--- src/rtl/exu_bjp_pkg.sv ---
// Shared definitions for the branch/jump resolve unit: decoded-info bit layout and the
// layout of a result entry held in the output FIFO.
package exu_bjp_pkg;

  localparam int unsigned BJP_INFO_W = 9;

  localparam int unsigned BJP_JUMP  = 0;
  localparam int unsigned BJP_JALR  = 1;
  localparam int unsigned BJP_BEQ   = 2;
  localparam int unsigned BJP_BNE   = 3;
  localparam int unsigned BJP_BLT   = 4;
  localparam int unsigned BJP_BGE   = 5;
  localparam int unsigned BJP_BLTU  = 6;
  localparam int unsigned BJP_BGEU  = 7;
  localparam int unsigned BJP_BPRDT = 8;

  // Single-bit result flags carried alongside the link value and redirect PC
  typedef struct packed {
    logic cmt_bjp;
    logic prdt;
    logic taken;
    logic mispred;
    logic wbck_en;
  } bjp_flags_t;

  localparam int unsigned BJP_FLAG_W = 5;

  function automatic int unsigned bjp_entry_w(input int unsigned xlen, input int unsigned pc_size);
    return BJP_FLAG_W + xlen + pc_size;
  endfunction

endpackage

--- src/rtl/exu_bjp_fifo.sv ---
// Registered DEPTH x WIDTH synchronous FIFO with synchronous flush; storage resets to zero
// so the head register reads as zero while empty after reset.
module exu_bjp_fifo #(
  parameter int unsigned DEPTH = 2,
  parameter int unsigned WIDTH = 8
) (
  input  logic             clk,
  input  logic             rst,
  input  logic             i_push,
  input  logic             i_pop,
  input  logic             i_flush,
  input  logic [WIDTH-1:0] i_wdata,
  output logic [WIDTH-1:0] o_rdata,
  output logic             o_full,
  output logic             o_empty
);

  localparam int unsigned AW = $clog2(DEPTH);

  logic [WIDTH-1:0] r_mem [DEPTH];
  logic [AW-1:0]    r_wptr;
  logic [AW-1:0]    r_rptr;
  logic [AW:0]      r_cnt;
  logic             w_push;
  logic             w_pop;

  assign o_full  = (r_cnt == (AW+1)'(DEPTH));
  assign o_empty = (r_cnt == '0);
  assign w_push  = i_push & ~o_full;
  assign w_pop   = i_pop & ~o_empty;
  assign o_rdata = r_mem[r_rptr];

  always_ff @(posedge clk or posedge rst) begin
    if (rst) begin
      r_wptr <= '0;
      r_rptr <= '0;
      r_cnt  <= '0;
      for (int i = 0; i < DEPTH; i++) begin
        r_mem[i] <= '0;
      end
    end else if (i_flush) begin
      // Flush wins over any same-cycle push or pop
      r_wptr <= '0;
      r_rptr <= '0;
      r_cnt  <= '0;
    end else begin
      if (w_push) begin
        r_mem[r_wptr] <= i_wdata;
        r_wptr        <= r_wptr + AW'(1);
      end
      if (w_pop) begin
        r_rptr <= r_rptr + AW'(1);
      end
      unique case ({w_push, w_pop})
        2'b10:   r_cnt <= r_cnt + (AW+1)'(1);
        2'b01:   r_cnt <= r_cnt - (AW+1)'(1);
        default: r_cnt <= r_cnt;
      endcase
    end
  end

endmodule

--- src/rtl/exu_bjp_unit.sv ---
// Branch/jump resolve unit: evaluates condition, target, link and misprediction, then buffers
// results in an output FIFO. Define BJP_PERF_EN to add pop/mispredict performance counters.
module exu_bjp_unit
  import exu_bjp_pkg::*;
#(
  parameter int unsigned XLEN    = 32,
  parameter int unsigned PC_SIZE = 32,
  parameter int unsigned DEPTH   = 2
) (
  input  logic                  clk,
  input  logic                  rst,
  input  logic                  bjp_i_valid,
  output logic                  bjp_i_ready,
  input  logic [XLEN-1:0]       bjp_i_rs1,
  input  logic [XLEN-1:0]       bjp_i_rs2,
  input  logic [XLEN-1:0]       bjp_i_imm,
  input  logic [PC_SIZE-1:0]    bjp_i_pc,
  input  logic [BJP_INFO_W-1:0] bjp_i_info,
  input  logic                  bjp_i_flush,
  output logic                  bjp_o_valid,
  input  logic                  bjp_o_ready,
  output logic                  bjp_o_wbck_en,
  output logic [XLEN-1:0]       bjp_o_wbck_wdat,
  output logic                  bjp_o_cmt_bjp,
  output logic                  bjp_o_cmt_prdt,
  output logic                  bjp_o_taken,
  output logic                  bjp_o_mispred,
  output logic [PC_SIZE-1:0]    bjp_o_redirect_pc
`ifdef BJP_PERF_EN
  ,
  output logic [31:0]           bjp_o_perf_cnt,
  output logic [31:0]           bjp_o_perf_mis
`endif
);

  localparam int unsigned EntryW = bjp_entry_w(XLEN, PC_SIZE);

  logic [6:0]         w_ops;
  logic               w_legal;
  logic               w_eq;
  logic               w_lt;
  logic               w_ltu;
  logic               w_taken;
  logic               w_is_jalr;
  logic [PC_SIZE-1:0] w_pc_tgt;
  logic [PC_SIZE-1:0] w_jalr_tgt;
  logic [PC_SIZE-1:0] w_link;
  logic [PC_SIZE-1:0] w_redirect;
  logic [XLEN-1:0]    w_link_x;
  bjp_flags_t         w_flags;
  bjp_flags_t         w_head_flags;
  logic [EntryW-1:0]  w_wdata;
  logic [EntryW-1:0]  w_rdata;
  logic               w_full;
  logic               w_empty;
  logic               w_push;
  logic               w_pop;

  assign w_ops = {bjp_i_info[BJP_BGEU], bjp_i_info[BJP_BLTU], bjp_i_info[BJP_BGE],
                  bjp_i_info[BJP_BLT], bjp_i_info[BJP_BNE], bjp_i_info[BJP_BEQ],
                  bjp_i_info[BJP_JUMP]};
  // Zero or multiple op bits degrade to a not-taken branch
  assign w_legal = $onehot(w_ops);

  assign w_eq  = (bjp_i_rs1 == bjp_i_rs2);
  assign w_lt  = ($signed(bjp_i_rs1) < $signed(bjp_i_rs2));
  assign w_ltu = (bjp_i_rs1 < bjp_i_rs2);

  assign w_taken = w_legal & ( bjp_i_info[BJP_JUMP]
                             | (bjp_i_info[BJP_BEQ]  &  w_eq)
                             | (bjp_i_info[BJP_BNE]  & ~w_eq)
                             | (bjp_i_info[BJP_BLT]  &  w_lt)
                             | (bjp_i_info[BJP_BGE]  & ~w_lt)
                             | (bjp_i_info[BJP_BLTU] &  w_ltu)
                             | (bjp_i_info[BJP_BGEU] & ~w_ltu));

  assign w_is_jalr  = w_legal & bjp_i_info[BJP_JUMP] & bjp_i_info[BJP_JALR];
  assign w_pc_tgt   = bjp_i_pc + bjp_i_imm[PC_SIZE-1:0];
  assign w_jalr_tgt = (bjp_i_rs1[PC_SIZE-1:0] + bjp_i_imm[PC_SIZE-1:0]) & ~PC_SIZE'(1);
  assign w_link     = bjp_i_pc + PC_SIZE'(4);
  assign w_redirect = w_taken ? (w_is_jalr ? w_jalr_tgt : w_pc_tgt) : w_link;

  always_comb begin
    w_link_x                = '0;
    w_link_x[PC_SIZE-1:0]   = w_link;
  end

  always_comb begin
    w_flags         = '0;
    w_flags.cmt_bjp = 1'b1;
    w_flags.prdt    = bjp_i_info[BJP_BPRDT];
    w_flags.taken   = w_taken;
    w_flags.mispred = w_taken ^ bjp_i_info[BJP_BPRDT];
    w_flags.wbck_en = w_legal & bjp_i_info[BJP_JUMP];
  end

  assign w_wdata     = {w_flags, w_link_x, w_redirect};
  assign bjp_i_ready = ~w_full;
  assign bjp_o_valid = ~w_empty;
  assign w_push      = bjp_i_valid & bjp_i_ready;
  assign w_pop       = bjp_o_valid & bjp_o_ready;

  exu_bjp_fifo #(
    .DEPTH (DEPTH),
    .WIDTH (EntryW)
  ) u_fifo (
    .clk     (clk),
    .rst     (rst),
    .i_push  (w_push),
    .i_pop   (w_pop),
    .i_flush (bjp_i_flush),
    .i_wdata (w_wdata),
    .o_rdata (w_rdata),
    .o_full  (w_full),
    .o_empty (w_empty)
  );

  assign {w_head_flags, bjp_o_wbck_wdat, bjp_o_redirect_pc} = w_rdata;
  assign bjp_o_cmt_bjp  = w_head_flags.cmt_bjp;
  assign bjp_o_cmt_prdt = w_head_flags.prdt;
  assign bjp_o_taken    = w_head_flags.taken;
  assign bjp_o_mispred  = w_head_flags.mispred;
  assign bjp_o_wbck_en  = w_head_flags.wbck_en;

`ifdef BJP_PERF_EN
  logic [31:0] r_perf_cnt;
  logic [31:0] r_perf_mis;
  logic        w_pop_eff;

  // A pop coinciding with a flush is discarded by the FIFO, so it is not counted either
  assign w_pop_eff = w_pop & ~bjp_i_flush;

  always_ff @(posedge clk or posedge rst) begin
    if (rst) begin
      r_perf_cnt <= '0;
      r_perf_mis <= '0;
    end else if (w_pop_eff) begin
      r_perf_cnt <= r_perf_cnt + 32'd1;
      if (w_head_flags.mispred) begin
        r_perf_mis <= r_perf_mis + 32'd1;
      end
    end
  end

  assign bjp_o_perf_cnt = r_perf_cnt;
  assign bjp_o_perf_mis = r_perf_mis;
`endif

endmodule

--- config.mk ---
export PLATFORM = sky130hd
export DESIGN_NAME = exu_bjp_unit
export DESIGN_NICKNAME = d
export VERILOG_FILES = /design/src/rtl/exu_bjp_pkg.sv /design/src/rtl/exu_bjp_fifo.sv /design/src/rtl/exu_bjp_unit.sv
export SDC_FILE = /design/constraint.sdc
export NUM_CORES = 1
export LEC_CHECK = 0
export CAP_MARGIN = 20
export CORE_MARGIN = 2
export CORE_UTILIZATION = 59
export CTS_BUF_LIST = sky130_fd_sc_hd__clkbuf_4
export DETAILED_ROUTE_END_ITERATION = 8
export HOLD_SLACK_MARGIN = 0.12
export MAX_ROUTING_LAYER = met4
export PLACE_DENSITY = 0.89
export SYNTH_ARGS = -nofsm -noshare
export SYNTH_HDL_FRONTEND = slang
export SYNTH_HIERARCHICAL = 1
export SYNTH_SLANG_ARGS = --single-unit
--- constraint.sdc ---
create_clock -name clk -period 12 [get_ports clk]
set_input_delay 1.8 -clock clk [delete_from_list [all_inputs] [get_ports clk]]
set_output_delay 1.8 -clock clk [all_outputs]
set_load 0.05 [all_outputs]
==> results of run 1 <==
## state kept, by name, summed over array words and instances, names as in the netlist
name	count
u_fifo/r_cnt	2
u_fifo/r_mem	138
u_fifo/r_rptr	1
u_fifo/r_wptr	1
## power by group
part           internal [µW]  total, µW  switching [µW]  leakage, µW
combinational            542       1260             718      0.00432
sequential               666        768             102      0.00169
clock                    143        320             177     0.000149
## worst paths after layout
| kind | end | slack [ns] | start | cells after the start |
|---|---|---|---|---|
| worst max-delay path | u_fifo/r_mem[84] | 6.46 | bjp_i_info[0] | 14 |
| worst min-delay path | u_fifo/r_mem[66] | 0.52 | u_fifo/r_mem[66] | 1 |
| worst max register to register | u_fifo/r_mem[72] | 8.79 | u_fifo/r_cnt[1] | 6 |
| worst min register to register | u_fifo/r_mem[66] | 0.52 | u_fifo/r_mem[66] | 1 |
| max in group asynchronous | u_fifo/r_mem[53] | 9.17 | rst | 4 |
| min in group asynchronous | u_fifo/r_mem[129] | 1.72 | rst | 2 |
## metrics by stage
stage | hold slack [ns] | utilization [%] | total power, µW | instances
6_report | 0.517 | 74.7 | 2350 | 1620
5_1_grt | 0.525 | 74.7 | 2470 | 1620
4_1_cts | 0.517 | 74.6 | 2340 | 1619
3_5_place_dp | 0.488 | 73.0 | 2020 | 1587
3_3_place_gp | 0.481 | 73.0 | 1980 | 1587
2_1_floorplan | 0.474 | - | 1630 | 1150
## layout make-up
class                   count  share of cell area (%)
inverters                  61                    1.65
well taps                 260                    2.31
repair buffers            219                    15.6
flip-flops and latches    142                    25.3
multi-input cells         906                    53.0
clock inverters            15                    1.23
clock buffers              17                   0.907
## cell usage in the layout, fill, tap and decap left out, drive strengths merged, types with 17 or more instances in the layout
cell type and instances:
a21o 45, a21oi 82, a31oi 19, clkbuf 17
clkdlybuf4s50 212, dfrtp 142, ha 94, inv 61
mux2 207, nand2 69, nand3 19, nand4 20
nor2 66, o21ai 56, xnor2 52, xor2 31
## worst max-delay path, delay by kind of cell
family                     cells  cell delay (ns)
buffers and inverters          3             0.78
AOI/OAI and AO/OA              2             0.61
adders and majority gates      4             1.91
and+or+nand+nor                4             0.54
muxes                          1             0.32
## synthesized netlist by cell type (20+ instances only)
master	number
nor2_1	66
o21ai_0	48
a21o_1	45
ha_1	94
dfrtp_1	142
nand4_1	20
inv_1	61
xor2_1	31
nand2_1	69
xnor2_1	52
a21oi_1	78
mux2_2	197
## cells by family (layout without fill, tap and decap cells)
logic type               Yosys count  after routing  share of synthesized area, %
AO/OA/AOI/OAI                    264            264                          15.7
AND/OR/NAND/NOR                  246            246                          10.5
multiplexers                     211            211                          21.1
flip-flops                       142            142                          31.1
buffers and inverters            102            312                          3.90
adder cells (fa/ha/maj)          100            100                          11.3
XOR/XNOR                          83             83                          6.36
other                              1              2                        0.0328
## layer usage
layer,wire length [µm],share of wire (%)
met5,0,0
met3,1660,5.2
met1,13100,41
met2,15800,49
met4,1420,4.5
==> qor.csv, run 1 <==
stage;metric;value;unit
status;status;finished clean;
synth;EDFF count, synth;0;
global_routing;initial antenna violation count;0;
cells_and_area;antenna cells;0;
global_routing;Total Routing Usage GR;32.3;%
worst_setup_path;Worst Setup Path Type;in2reg;
power_and_ir_drop;pwr/cell area;167;mW/mm²
placement;placed cell areas;0.0137;mm²
floorplanning;row count;50;
worst_setup_path;Critical Path Source Type;input port;
detailed_routing;total vias in the final route;9778;
floorplanning;core area;0.0188;mm²
synth;Synth Flop Type;dfrtp_1;
floorplanning;I/O Pins;213;
placement;number of port buffers;212;
sta;Slew HR;27.5;%
sta;unrepaired setup endpoints after global routing;no;
cts;cts hold-fix bufs;0;
cells_and_area;fraction of layout cells with a size suffix above 1;20.0;%
cts;worst skew pair latency;0.54;ns
worst_hold_path;Hold Crit Class;reg2reg;
cells_and_area;P&R area growth vs syn;23.0;%
cells_and_area;design area;0.0141;mm²
cts;CTS tree;built;
detailed_routing;Final ANT Viol Nets;0;
synth;post-synth cell types;77;
synth;Post-Synthesis Cells;1149;
sta;worst slew pin tran;1.09;ns
detailed_routing;drt first-iter violations;646;
worst_setup_path;Worst setup EP type;register;
cells_and_area;number of fill cells in the layout;1328;
synth;Mean Syn Cell Area;9.95;µm²
detailed_routing;drc violations;0;
sta;skew final;0.0210;ns
sta;Final WS setup;6.46;ns
global_routing;first-pass GRT wire length;50100;µm
synth;largest area contributor in the netlist;dfrtp_1;
cts;TritonCTS Buffers;17;
floorplanning;DIE HEIGHT;143;µm
worst_setup_path;Critical Path Fanout Max;36;
cells_and_area;Sequential Area;0.00355;mm²
cts;# clock sinks;142;
synth;sequential share of the synthesized area;31.1;%
detailed_routing;drt total wl;32000;µm
sta;setup TNS;0;ns
worst_setup_path;CP max-delay cell;fa_1;
cells_and_area;post-layout net count;1589;
cts;number of setup buffers added after CTS;0;
global_routing;GRT Max-Usage Layer;met2;
cells_and_area;area of the multi-input gates;0.00746;mm²
global_routing;largest net degree at the start of global routing;89;
sta;period utilization;46.1;%
sta;Fin. Hold Viols;0;
global_routing;GR Util met2;54.3;%
sta;f_max;0.181;GHz
cts;clk slew on worst S/H paths;0.12;ns
sta;max-slew violations;0;
sta;post-layout minimum cycle time;5.54;ns
detailed_routing;WL/cell;19.7;µm
synth;async set-reset flop share out of synthesis;100;%
placement;Placer Congestion;0.935;
cts;CTS root buf;clkbuf_4;
run;MaxCap Viol Count;0;
detailed_routing;DR vias/cell;6.04;
global_routing;GR Util met1;38.3;%
worst_setup_path;CP Cell Sequence;clkdlybuf4s50_1 -> fa_1 -> inv_1 -> fa_1 -> fa_1 -> fa_1 -> nand2_1 -> nor2_1 -> and2_1 -> nand2_1 -> buf_4 -> o21ai_0 -> a21oi_1 -> mux2_2;
cts;H-tree depth;4;
detailed_routing;First-pass DRT Iterations;5;
synth;Synth Warn #;6;
placement;post-place setup slack;6.04;ns
synth;top area cells in the synthesized netlist;dfrtp_1 (31%), mux2_2 (19%), ha_1 (10%), xnor2_1 (4.0%), a21oi_1 (3.4%);
global_routing;met3 usage;5.43;%
floorplanning;die footprint;0.0205;mm²
worst_setup_path;CP arrival;5.96;ns
synth;top-area cell type share of the netlist area;31.1;%
power_and_ir_drop;P_leak;0.00616;µW
placement;Post-DP HPWL;24400;µm
floorplanning;Die Wd;143;µm
worst_setup_path;Critical Path RT;12.42;ns
global_routing;number of global-route vias before repair;9883;
cts;Bufs on Longest Clock Path;2;
synth;synthesized area;0.0114;mm²
power_and_ir_drop;maximum VDD drop;0.195;mV
floorplanning;starting density of the core;60.7;%
cts;Resized cells post-CTS;0;
global_routing;grt ovf;0;
sta;Final setup viols;0;
worst_setup_path;Critical Path Most Common Cell;fa_1;
worst_setup_path;delay of the slowest cell on the worst path;0.56;ns
synth;#FFs+latches synth;142;
No activity file was read; power rests on OpenSTA's default activity.
==> run 2: changes to the inputs <==
--- a/config.mk
+++ b/config.mk
@@ -7,12 +7,12 @@
 export LEC_CHECK = 0
 export CAP_MARGIN = 20
 export CORE_MARGIN = 2
-export CORE_UTILIZATION = 59
+export CORE_UTILIZATION = 50
 export CTS_BUF_LIST = sky130_fd_sc_hd__clkbuf_4
 export DETAILED_ROUTE_END_ITERATION = 8
 export HOLD_SLACK_MARGIN = 0.12
 export MAX_ROUTING_LAYER = met4
-export PLACE_DENSITY = 0.89
+export PLACE_DENSITY = 0.8
 export SYNTH_ARGS = -nofsm -noshare
 export SYNTH_HDL_FRONTEND = slang
 export SYNTH_HIERARCHICAL = 1
==> constraint.sdc (replaced) <==
create_clock -name clk -period 4.48 [get_ports clk]
set_input_delay 0.672 -clock clk [delete_from_list [all_inputs] [get_ports clk]]
set_output_delay 0.672 -clock clk [all_outputs]
set_load 0.05 [all_outputs]
==> qor.csv, run 2 (same netlist as run 1, synthesis figures left out) <==
stage;metric;value;unit;change
cells_and_area;most frequent cells in the layout;clkdlybuf4s50_1 (212), mux2_2 (197), dfrtp_1 (141), ha_1 (94), a21oi_1 (78);;unchanged
global_routing;Total Routing Usage GR;26.6;%;was 32.3%
sta;skew final;0.0240;ns;was 0.0210 ns
sta;f_max;0.246;GHz;
cts;cts hold-fix bufs;0;;unchanged
detailed_routing;DR vias/cell;5.69;;was 6.04
floorplanning;die footprint;0.0241;mm²;was 0.0205 mm²
cells_and_area;P&R area growth vs syn;26.0;%;was 23.0%
cts;clk slew on worst S/H paths;0.12;ns;about the same
sta;Slew HR;28.8;%;was 27.5%
cts;worst skew pair latency;0.54;ns;about the same
cts;number of setup buffers added after CTS;0;;unchanged
placement;Post-DP HPWL;24400;µm;about the same
worst_setup_path;Critical R2R Launch;u_fifo/r_cnt[1];;unchanged
sta;unrepaired setup endpoints after global routing;no;;unchanged
global_routing;grt ovf;0;;unchanged
floorplanning;Die Wd;155;µm;was 143 µm
sta;max-slew violations;0;;unchanged
cells_and_area;commonest non-fill, non-tap cell in the layout;clkdlybuf4s50_1;;unchanged
floorplanning;I/O Pins;213;;unchanged
cells_and_area;Largest register FFs;138;;unchanged
worst_setup_path;reg2reg path depth;5;;was 6
run;MaxCap Viol Count;0;;unchanged
sta;worst hold slack;0.512;ns;was 0.517 ns
cts;# clock sinks;142;;unchanged
worst_setup_path;Critical Path Source Type;input port;;unchanged
detailed_routing;WL/cell;18.5;µm;was 19.7 µm
power_and_ir_drop;maximum VDD drop;0.439;mV;was 0.195 mV
sta;Fin. Hold Viols;0;;unchanged
cts;CTS tree;built;;unchanged
cells_and_area;post-layout net count;1622;;was 1589
worst_setup_path;CP startpoint;bjp_i_info[0];;unchanged
placement;dpl cells;1646;;was 1587
status;status;finished clean;;unchanged
worst_setup_path;Worst Setup Path Type;in2reg;;unchanged
power_and_ir_drop;pwr/cell area;430;mW/mm²;was 167 mW/mm²
global_routing;first-pass GRT wire length;49300;µm;was 50100 µm
cells_and_area;Non-Filler Instances;1680;;was 1620
sta;post-layout minimum cycle time;4.07;ns;
worst_setup_path;Critical Path Fanout Max;16;;was 36
worst_setup_path;Setup crit end;u_fifo/r_mem[95];;was u_fifo/r_mem[84]
worst_setup_path;CP arrival;4.50;ns;was 5.96 ns
worst_setup_path;Critical Path RT;4.91;ns;was 12.42 ns
floorplanning;DIE HEIGHT;155;µm;was 143 µm
detailed_routing;Final ANT Viol Nets;0;;unchanged
worst_setup_path;Reg2Reg Setup Slack;1.77;ns;was 8.79 ns
floorplanning;starting density of the core;50.6;%;was 60.7%
worst_setup_path;Worst setup EP type;register;;unchanged
global_routing;number of global-route vias before repair;9617;;was 9883
placement;Placer Congestion;0.934;;was 0.935
cells_and_area;biggest regs;u_fifo/r_mem (138), u_fifo/r_cnt (2);;unchanged
detailed_routing;total vias in the final route;9552;;was 9778
global_routing;initial antenna violation count;1;;was 0
detailed_routing;drc violations;0;;unchanged
cts;H-tree depth;4;;unchanged
global_routing;largest net degree at the start of global routing;70;;was 89
power_and_ir_drop;Power Total;6200;µW;was 2350 µW
detailed_routing;First-pass DRT Iterations;4;;was 5
placement;number of port buffers;212;;unchanged
floorplanning;core area;0.0226;mm²;was 0.0188 mm²
detailed_routing;drt first-iter violations;515;;was 646
worst_setup_path;Crit Reg-Reg Endpoint;u_fifo/r_mem[22];;was u_fifo/r_mem[72]
cts;Resized cells post-CTS;0;;unchanged
sta;Final setup viols;0;;unchanged
cts;Bufs on Longest Clock Path;2;;unchanged
worst_hold_path;Hold Crit Class;reg2reg;;unchanged
cts;TritonCTS Buffers;17;;unchanged
power_and_ir_drop;P_leak;0.00633;µW;was 0.00616 µW
floorplanning;row count;55;;was 50
cells_and_area;Most flops, register;u_fifo/r_mem;;unchanged
detailed_routing;drt total wl;31000;µm;was 32000 µm
sta;worst slew pin tran;1.07;ns;was 1.09 ns
sta;period utilization;90.9;%;
cells_and_area;fraction of layout cells with a size suffix above 1;21.9;%;was 20.0%
cts;CTS root buf;clkbuf_4;;unchanged
run 2: changes by cell type in the layout (fill, tap and decap cells not counted), sizes merged:
cell      change
buf          +33
bufinv        -2
clkbuf        +2
clkinv        +2
clkinvlp      -1
diode         +2
inv           -1
run 2: worst max-delay path, cell delays in order:
cell	delay [ns]
clkdlybuf4s50_1	0.45
fa_1	0.54
inv_1	0.05
fa_1	0.44
fa_1	0.39
fa_1	0.48
nand2_1	0.05
nor2_1	0.17
and2_1	0.18
nand2_1	0.22
buf_4	0.28
o21ai_0	0.18
a21oi_1	0.11
mux2_2	0.28
run 2: per-layer routing:
layer	vias to the layer above	global-route usage, %	share of wire (%)
li1	4664	-	-
met1	4568	32.0	42
met2	272	46.0	50
met3	48	4.35	5.1
met4	0	8.48	2.8
met5	-	-	0
run 2: stage by stage:
step / cell area (µm²) / util [%] / TNS [ns] / setup slack, ns
after CTS: 14400 / 63.8 / 0 / 0.430
after floorplan: 11400 / - / 0 / 0.502
after global placement: 14200 / 62.7 / -2.09 / -0.100
after global routing: 14400 / 63.8 / 0 / 0.218
final: 14400 / 63.8 / 0 / 0.409
after detailed placement: 14200 / 62.7 / -4.48 / -0.161
run 2: cell type report:
type	instances	area, µm²
multi-input combinational	906	7460
antenna	2	5.00
inverter	61	233
clock buffer	19	143
clock inverter	13	100
fill	1873	8170
timing repair buffer	252	2550
sequential	142	3550
tap	285	357
run 2: how the worst min path moves through the flow:
stage / start / to / slack, ns / cells after the start
after floorplan: u_fifo/r_mem[12] / u_fifo/r_mem[12] / 0.47 / 1
after global placement: u_fifo/r_mem[40] / u_fifo/r_mem[40] / 0.48 / 1
after detailed placement: u_fifo/r_mem[59] / u_fifo/r_mem[59] / 0.49 / 1
after CTS: u_fifo/r_mem[19] / u_fifo/r_mem[19] / 0.51 / 1
after global routing: u_fifo/r_mem[77] / u_fifo/r_mem[77] / 0.53 / 1
final: u_fifo/r_mem[53] / u_fifo/r_mem[53] / 0.51 / 1
run 2: where the power goes:
part / total (µW) / switching (µW) / internal, µW
sequential: 2040 / 259 / 1780
clock: 737 / 458 / 279
combinational: 3410 / 1900 / 1510
